`config.mk`:
```
export PLATFORM = sky130hd
export DESIGN_NAME = key_evt_ctrl
export DESIGN_NICKNAME = d
export VERILOG_FILES = /design/src/rtl/key_ui_pkg.sv /design/src/rtl/key_cfg_regs.sv /design/src/rtl/key_evt_ctrl.sv
export SDC_FILE = /design/constraint.sdc
export NUM_CORES = 1
export LEC_CHECK = 0
export ABC_AREA = 1
export CORE_MARGIN = 4
export CORE_UTILIZATION = 25
export DETAILED_ROUTE_END_ITERATION = 10
export GPL_ROUTABILITY_DRIVEN = 0
export SETUP_SLACK_MARGIN = 0.15
export SKIP_LAST_GASP = 1
export SLEW_MARGIN = 0
export SYNTH_ARGS = -nofsm -noshare
export SYNTH_HDL_FRONTEND = slang
export SYNTH_SLANG_ARGS = --single-unit
```
`constraint.sdc`:
```
create_clock -name clk -period 2.35 [get_ports clk]
set_input_delay 0.3525 -clock clk [delete_from_list [all_inputs] [get_ports clk]]
set_output_delay 0.3525 -clock clk [all_outputs]
set_load 0.02 [all_outputs]
```
`src/rtl/key_ui_pkg.sv`:
```
// key_ui_pkg: shared FSM states, event kinds and key indices for the front-panel controller
package key_ui_pkg;
  typedef enum logic [1:0] {IDLE, PRESS, HOLD, WAIT_REL} state_t;
  typedef enum logic [1:0] {SHORT, LONG, REP} evt_kind_t;
  localparam int K_MODE = 0;
  localparam int K_UP = 1;
  localparam int K_DN = 2;
  function automatic logic [1:0] first_key(input logic [2:0] v);
    return v[0] ? 2'd0 : v[1] ? 2'd1 : 2'd2;
  endfunction
endpackage

```
`src/rtl/key_cfg_regs.sv`:
```
// key_cfg_regs: mode/value settings registers driven by key events, with change strobe
module key_cfg_regs
  import key_ui_pkg::*;
#(
  parameter int MODE_NUM = 4,
  parameter int VAL_W = 8,
  parameter int VAL_MAX = 255,
  parameter int VAL_INIT = 0,
  localparam int MODE_W = $clog2(MODE_NUM)
) (
  input  logic              clk,
  input  logic              rst,
  input  logic [2:0]        evt_short,
  input  logic [2:0]        evt_long,
  input  logic [2:0]        evt_rep,
  output logic [MODE_W-1:0] mode,
  output logic [VAL_W-1:0]  value,
  output logic              cfg_upd
);
  localparam logic [MODE_W-1:0] MODE_LAST = MODE_W'(MODE_NUM - 1);
  localparam logic [VAL_W:0] VMAX = (VAL_W + 1)'(VAL_MAX);
  localparam logic [VAL_W-1:0] VINIT = VAL_W'(VAL_INIT);
  logic [2:0] any_evt;
  logic [VAL_W:0] inc;
  logic [MODE_W-1:0] mode_nxt;
  logic [VAL_W-1:0] val_nxt;
  always_comb begin
    any_evt = evt_short | evt_long | evt_rep;
    inc = {1'b0, value} + 1'b1;
    mode_nxt = !any_evt[K_MODE] ? mode :
               evt_short[K_MODE] ? (mode == MODE_LAST ? '0 : mode + 1'b1) :
               evt_long[K_MODE] ? '0 : mode;
    val_nxt = (any_evt[K_MODE] && evt_long[K_MODE]) ? VINIT :
              any_evt[K_UP] ? (inc > VMAX ? value : inc[VAL_W-1:0]) :
              any_evt[K_DN] ? (value == '0 ? value : value - 1'b1) : value;
  end
  always_ff @(posedge clk) begin
    if (rst) begin
      mode <= '0;
      value <= VINIT;
      cfg_upd <= 1'b0;
    end else begin
      mode <= mode_nxt;
      value <= val_nxt;
      cfg_upd <= (mode_nxt != mode) || (val_nxt != value);
    end
  end
endmodule

```
`src/rtl/key_evt_ctrl.sv`:
```
// key_evt_ctrl: classifies debounced key presses into short/long/repeat events and drives settings
module key_evt_ctrl
  import key_ui_pkg::*;
#(
  parameter int LONG_CYC = 25_000_000,
  parameter int REP_CYC = 5_000_000,
  parameter int MODE_NUM = 4,
  parameter int VAL_W = 8,
  parameter int VAL_MAX = 255,
  parameter int VAL_INIT = 0,
  localparam int MODE_W = $clog2(MODE_NUM)
) (
  input  logic              clk,
  input  logic              rst,
  input  logic [2:0]        key_n,
  output logic [2:0]        evt_short,
  output logic [2:0]        evt_long,
  output logic [2:0]        evt_rep,
  output logic [MODE_W-1:0] mode,
  output logic [VAL_W-1:0]  value,
  output logic              cfg_upd,
  output logic              busy
);
  localparam int CNT_MAX = (LONG_CYC > REP_CYC) ? LONG_CYC : REP_CYC;
  localparam int CNT_W = $clog2(CNT_MAX);
  localparam logic [CNT_W-1:0] LONG_END = CNT_W'(LONG_CYC - 1);
  localparam logic [CNT_W-1:0] REP_END = CNT_W'(REP_CYC - 1);
  state_t state, nxt;
  evt_kind_t kind;
  logic [1:0] owner, owner_nxt;
  logic [CNT_W-1:0] cnt, cnt_nxt;
  logic [2:0] act, own_oh;
  logic held, fire;
  assign act = ~key_n;
  assign own_oh = 3'b001 << owner;
  assign held = act == own_oh;
  always_ff @(posedge clk) state <= rst ? WAIT_REL : nxt;
  always_comb begin
    nxt = state;
    case (state)
      IDLE:    nxt = act == '0 ? IDLE : $onehot(act) ? PRESS : WAIT_REL;
      PRESS:   nxt = held ? (cnt == LONG_END ? HOLD : PRESS) : act == '0 ? IDLE : WAIT_REL;
      HOLD:    nxt = held ? HOLD : act == '0 ? IDLE : WAIT_REL;
      default: nxt = act == '0 ? IDLE : WAIT_REL;
    endcase
  end
  always_comb begin
    busy = state != IDLE;
    fire = 1'b0;
    kind = SHORT;
    cnt_nxt = '0;
    owner_nxt = owner;
    case (state)
      IDLE: owner_nxt = $onehot(act) ? first_key(act) : owner;
      PRESS: begin
        fire = held ? cnt == LONG_END : act == '0;
        kind = held ? LONG : SHORT;
        cnt_nxt = (held && cnt != LONG_END) ? cnt + 1'b1 : '0;
      end
      HOLD: begin
        fire = held && cnt == REP_END;
        kind = REP;
        cnt_nxt = (held && cnt != REP_END) ? cnt + 1'b1 : '0;
      end
      default: ;
    endcase
  end
  always_ff @(posedge clk) begin
    if (rst) begin
      cnt <= '0;
      owner <= '0;
      evt_short <= '0;
      evt_long <= '0;
      evt_rep <= '0;
    end else begin
      cnt <= cnt_nxt;
      owner <= owner_nxt;
      evt_short <= (fire && kind == SHORT) ? own_oh : '0;
      evt_long <= (fire && kind == LONG) ? own_oh : '0;
      evt_rep <= (fire && kind == REP) ? own_oh : '0;
    end
  end
  key_cfg_regs #(
    .MODE_NUM(MODE_NUM),
    .VAL_W(VAL_W),
    .VAL_MAX(VAL_MAX),
    .VAL_INIT(VAL_INIT)
  ) u_cfg (
    .clk(clk),
    .rst(rst),
    .evt_short(evt_short),
    .evt_long(evt_long),
    .evt_rep(evt_rep),
    .mode(mode),
    .value(value),
    .cfg_upd(cfg_upd)
  );
endmodule

```
Yosys cells after proc, flatten, opt, wreduce, memory -nomap -nowiden
Index checks and enable logic that the tools add are counted.
{"block": "op_classes", "order_cmp": 1, "n_mux": 25, "n_eq_ne": 13, "reduce_logical": 17, "n_addsub": 6, "bitwise_logic": 6, "shifts": 1}
{"op": "two-way mux 25 bit", "count": 2}
{"op": "one-hot mux 25 bit (2 select lines)", "count": 1}
{"op": "two-way mux 8 bit", "count": 5}
{"op": "adder 25 x 1 -> 25 bit (second input constant)", "count": 1}
{"op": "== test 25 x 23 -> 1 bit (second input constant)", "count": 1}
{"op": "== test 25 bit (second input constant)", "count": 1}
{"op": "!= test 25 x 23 -> 1 bit (second input constant)", "count": 1}
{"op": "!= test 25 bit (second input constant)", "count": 1}
{"op": "two-way mux 2 bit", "count": 12}
{"op": "adder 8 x 1 -> 9 bit (second input constant)", "count": 1}
{"op": "> comparator 9 x 8 -> 1 bit (second input constant)", "count": 1}
{"op": "logical NOT 8 bit", "count": 1}
{"op": "!= test 8 bit", "count": 1}
{"op": "subtractor 8 x 1 -> 8 bit (second input constant)", "count": 1}
{"op": "logical AND 1 bit", "count": 7}
{"op": "== test 2 x 1 -> 1 bit (second input constant)", "count": 3}
{"op": "== test 2 bit (second input constant)", "count": 3}
{"op": "bitwise OR 3 bit", "count": 2}
{"op": "one-hot mux 2 bit (3 select lines)", "count": 1}
{"op": "OR reduction 2 bit", "count": 3}
{"op": "logical NOT 2 bit", "count": 2}
{"op": "one-hot mux 2 bit (2 select lines)", "count": 1}
{"op": "== test 3 bit", "count": 1}
{"op": "logical NOT 3 bit", "count": 1}
{"op": "12 further kinds", "count": 15}
{"block": "word_totals", "output_inout_bits": 21, "ff_bits": 49, "word_cells": 78, "in_bits": 5}

Longest topological paths before layout
{"block": "depth", "word_depth": 8, "ltp_mapped": 19, "depth_no_buf": 18}

Modules after synthesis
From an unflattened synthesis, not the netlist that was laid out.
{"block": "unflattened", "hier_cells": 480, "area_unflattened_um2": 3266.9}
{"module": "key_evt_ctrl", "instances": 1, "cells_per_inst": 284, "seq_area_each_um2": 760.7, "area_each_um2": 2187.1}
{"module": "key_cfg_regs", "instances": 1, "cells_per_inst": 196, "seq_area_each_um2": 220.2, "area_each_um2": 1079.8}

Worst setup path after synthesis
OpenSTA, ideal clock, no wires.
{"block": "synth_path", "path_kind": "register -> register", "startpoint": "register u_cfg.value[1]", "endpoint": "register u_cfg.cfg_upd", "synth_period_minus_slack_ns": 2.126, "path_buffers": 0, "t_required_ns": 2.222, "setup_ns": 0.128, "path_stages_with_launch": 18, "arrival_ns": 1.998, "path_slack_ns": 0.224, "cell_sequence": "dfxtp_1 -> inv_1 -> ha_1 -> nand2_1 -> nor2_1 -> nand3_1 -> nor2_2 -> nand2_2 -> nand2_2 -> nand2_1 -> nand3_2 -> nand2_1 -> nand2_1 -> nand2_1 -> nor2_1 -> nand2_1 -> nor2_1 -> nor2_1"}
{"block": "synth_via", "elab_chain_len": 7, "word_cells_on_any_way": 11, "cone_classes": "2 x add/sub; 1 x order compare; 1 x eq/ne; 5 x mux; 2 x reduce/logical"}
{"item": "from (decl)", "line_no": "key_cfg_regs.sv:17", "rtl": "output logic [VAL_W-1:0] value,"}
{"item": "from (signal assigned)", "line_no": "key_cfg_regs.sv:44", "rtl": "value <= val_nxt;"}
{"item": "adder 8 x 1 -> 9 bit, or another cell as far along", "line_no": "key_cfg_regs.sv:29", "rtl": "inc = {1'b0, value} + 1'b1;"}
{"item": "> comparator 9 x 8 -> 1 bit or two-way mux 8 bit (tied branches)", "line_no": "key_cfg_regs.sv:34, key_cfg_regs.sv:35"}
{"item": "two-way mux 8 bit (on tied branches)", "line_no": "key_cfg_regs.sv:34, key_cfg_regs.sv:35"}
{"item": "two-way mux 8 bit", "line_no": "key_cfg_regs.sv:34", "rtl": "any_evt[K_UP] ? (inc > VMAX ? value : inc[VAL_W-1:0]) :"}
{"item": "two-way mux 8 bit", "line_no": "key_cfg_regs.sv:33", "rtl": "val_nxt = (any_evt[K_MODE] && evt_long[K_MODE]) ? VINIT :"}
{"item": "!= test 8 bit *", "line_no": "key_cfg_regs.sv:45", "rtl": "cfg_upd <= (mode_nxt != mode) || (val_nxt != value);"}
{"item": "logical OR 1 bit *", "line_no": "key_cfg_regs.sv:45"}
{"item": "to (signal assigned)", "line_no": "key_cfg_regs.sv:45"}
{"item": "to (decl)", "line_no": "key_cfg_regs.sv:18", "rtl": "output logic cfg_upd"}
Every way passes the cells marked *; elsewhere a longest branch is shown, timed or not.
A chain may end at the register's enable or synchronous reset.

Worst setup path in the final report
Ends and elaborated chain as after synthesis.

==> qor.txt <==
===============================================================================
Status ........................................................... finished clean
Max-slew violation total from the final report ...................            0
Setup Total Neg Slack ............................................         0 ps
Number of library cell types mapped by synthesis .................           38
Antenna violations before repair .................................            0
Critical path class ..............................................   reg -> reg
Final core area utilization ......................................       0.3282
Half-perimeter wire length after detailed placement ..............     5.606 mm
Synth top area cells ............................................. dfxtp_1 (33%), nand2_1 (13%), nor2_1 (10%)
Aggregate global-route resource usage ............................       0.1127
Element type at the critical path start ..........................    flip-flop
Area Overhead vs Synth ...........................................       27.25%
Crit path max-delay cell type ....................................      dfxtp_4
Most instantiated cells after synthesis .......................... nand2_1 (102), nor2_1 (82), inv_1 (52), dfxtp_1 (49), nand3_1 (30)
Largest voltage drop on the vdd net ..............................    0.2623 mV
Count of nets after finishing ....................................          500
Top-count cell post-synth ........................................      nand2_1
Die area .........................................................    13690 µm²
Mapped Area ......................................................     2970 µm²
Leakage component of the power ...................................     1.463 nW
Power density of the placed cells ................................ 458.1 nW/µm²
Fraction of layout cells with a size suffix above 1 ..............       0.1756
Root cell of the clock tree ......................................    clkbuf_16
Post-synth top area cell .........................................      dfxtp_1
Synthesized instance count .......................................          440
CTS Sinks ........................................................           49
Number of hold-slack violations in the final timing report .......            0
Max transition margin ............................................       0.6711
Number of synthesized register bits ..............................           49
Number of maximum-capacitance constraint violations ..............            0
CTS tree .........................................................          yes
Worst-Skew Late Latency ..........................................       290 ps
CTS clk-pin slew, worst paths ....................................        60 ps
Post-Route Skew ..................................................     7.031 ps
Max Freq .........................................................    474.4 MHz
Iter 0 DRT Violations ............................................          181
Number of failing setup endpoints in the final timing report .....            0
Height of the die ................................................       117 µm
Final cell count without fillers .................................          627
Mean instance size in the synthesized netlist ....................    6.751 µm²
Via count of the routed design ...................................         2891
Routed len/inst ..................................................     12.16 µm
Post-detailed-routing wire length ................................     7.625 mm
Worst setup EP type ..............................................    flip-flop
Post-synthesis async set-or-reset flop share .....................            0
Fill cell instance count of the final layout .....................         1244
FP Rows ..........................................................           39
Post-detailed-route DRC marker count .............................            0
Number of H-tree levels ..........................................            2
Area of the core .................................................    11520 µm²
Leftover overflow at the end of global routing ...................            0
Path category of the worst min-delay check .......................   reg -> reg
Setup repair after global routing missed its margin ..............         true
ANT nets after route .............................................            0
Critical Path AT .................................................      2290 ps
Num ports ........................................................           26
Clk buf depth ....................................................            2
Critical path peak fanout ........................................            5
Final period demand of the worst path ............................      2108 ps
IO buf count .....................................................           25
DR pass1 iterations ..............................................            4
Die outline width ................................................       117 µm
Pin count of the biggest net entering global routing .............           26
Yosys warnings ...................................................            0
Effective utilization at floorplan ...............................       0.2579
Period utilisation layout ........................................       0.8969
Crit-path max cell delay .........................................       370 ps
Number of placed instances with taps included ....................          611
Vias per cell ....................................................        4.611
Required time at the worst-slack endpoint ........................      2530 ps
Via count of the first global-routing pass .......................         2759
Number of CTS-inserted buffers ...................................            5
Area fraction of the dominant cell type after synthesis ..........       0.3302
Share of synthesized area occupied by flip-flops and latches .....       0.3302
Number of flops mapped to enable cells by yosys ..................            0
Crit path cell chain ............................................. buf_6 -> ha_4 -> nor2_2 -> nand2_1 -> nor2_2 -> nand3_2 -> nor2_2 -> nand2_2 -> nand2_4 -> nand2_2 -> nand3_2 -> nand2_2 -> nand2_2 -> nand2_2 -> nor2_2 -> nand2_1 -> nor2_1 -> nor2_1
Number of diodes .................................................            0
Cell type with the highest occurrence count on the critical path .      nand2_2
First-pass GRT wire length .......................................     12.55 mm
Transition time at the pin with the least slew margin ............     492.8 ps
Most used DFF post-synth .........................................      dfxtp_1
Net count after synthesis ........................................          457
Post-layout total power ..........................................     1.732 mW
===============================================================================
[critical path: cells and delay by family (launching register included)]
kind | cells | cell delay [ps]
AND/OR/NAND/NOR | 16 | 1360
adder cells (fa/ha/maj) | 1 | 140
buffers and inverters | 1 | 130
flip-flops | 1 | 370
[registers in the layout, summed over array words and instances (netlist names)]
register / count
u_cfg.mode: 2
u_cfg.cfg_upd: 1
evt_rep: 3
evt_short: 3
state: 2
evt_long: 3
u_cfg.value: 8
owner: 2
cnt: 25
[per-stage QoR]
stage          setup WS [ps]  cell area (µm²)  hold slack, ps
2_1_floorplan          224.4             2970           417.5
3_3_place_gp           131.6             3415           427.2
3_5_place_dp           40.97             3415           440.1
4_1_cts                180.1             3570           450.0
5_1_grt                50.24             3780           444.3
6_report               242.2             3780           415.7
[power breakdown]
part / switching (mW) / total (mW) / leakage, nW / internal, mW
registers: 0.00940 / 0.846 / 0.398 / 0.837
clock network: 0.308 / 0.731 / 0.0768 / 0.423
logic: 0.101 / 0.154 / 0.988 / 0.0530
[area by class of cell]
type / count / area, µm² / share of cell area
Timing Repair Buffer: 39 / 359.1 / 0.09500
Clock buffer: 6 / 138.9 / 0.03674
Clock inverter: 2 / 13.76 / 0.003641
Multi-Input combinational cell: 331 / 1881 / 0.4975
Tap cell: 143 / 178.9 / 0.04734
Inverter: 57 / 216.5 / 0.05727
Sequential cell: 49 / 992.2 / 0.2625
[cell usage in the layout, fill, tap and decap left out, drive strengths merged, types with 5 or more instances in the layout]
master / instances
nand4: 13
nand3: 35
a21oi: 14
nand2: 108
nor3: 14
dfxtp: 49
nor2: 87
xnor2: 5
clkdlybuf4s50: 25
inv: 56
buf: 14
clkbuf: 6
o21ai: 12
ha: 10
xor2: 18
[worst paths after layout]
path                                           startpoint                  endpoint  depth (start not counted)  slack (ps)
worst min register to register          cnt[0]$_SDFF_PP0_         cnt[0]$_SDFF_PP0_                          1         420
worst max-delay path            u_cfg.value[1]$_SDFF_PP0_  u_cfg.cfg_upd$_SDFF_PP0_                         18         240
worst min-delay path                    cnt[0]$_SDFF_PP0_         cnt[0]$_SDFF_PP0_                          1         420
worst max register to register  u_cfg.value[1]$_SDFF_PP0_  u_cfg.cfg_upd$_SDFF_PP0_                         18         240
[routing by layer]
metal,routed length [µm],part of all wire,vias to the layer above,global-route usage
met4,118,0.015,0,0.03287
li1,-,-,1488,-
met2,3667,0.48,44,0.1904
met5,0,0,-,0
met3,230,0.030,11,0.02365
met1,3608,0.47,1348,0.1453
[kinds of logic (layout without fill, tap and decap cells)]
kind of cell / Yosys count / count (layout) / synth area share
xor+xnor: 23 / 23 / 0.06782
flops: 49 / 49 / 0.3302
simple gates: 263 / 265 / 0.4010
buf+inv: 62 / 104 / 0.08719
fa+ha+maj: 12 / 12 / 0.05560
compound gates: 31 / 31 / 0.05813
[timing repair]
item / in CTS / in global routing
pin swaps: 0 / 19
gates resized for setup: 2 / 42
hold buffers: 0 / 0
setup endpoints to repair: 1 / 15
buffers inserted: 0 / 6
cloned: 0 / 2
Note: power is estimated with default switching activity, not from simulation.
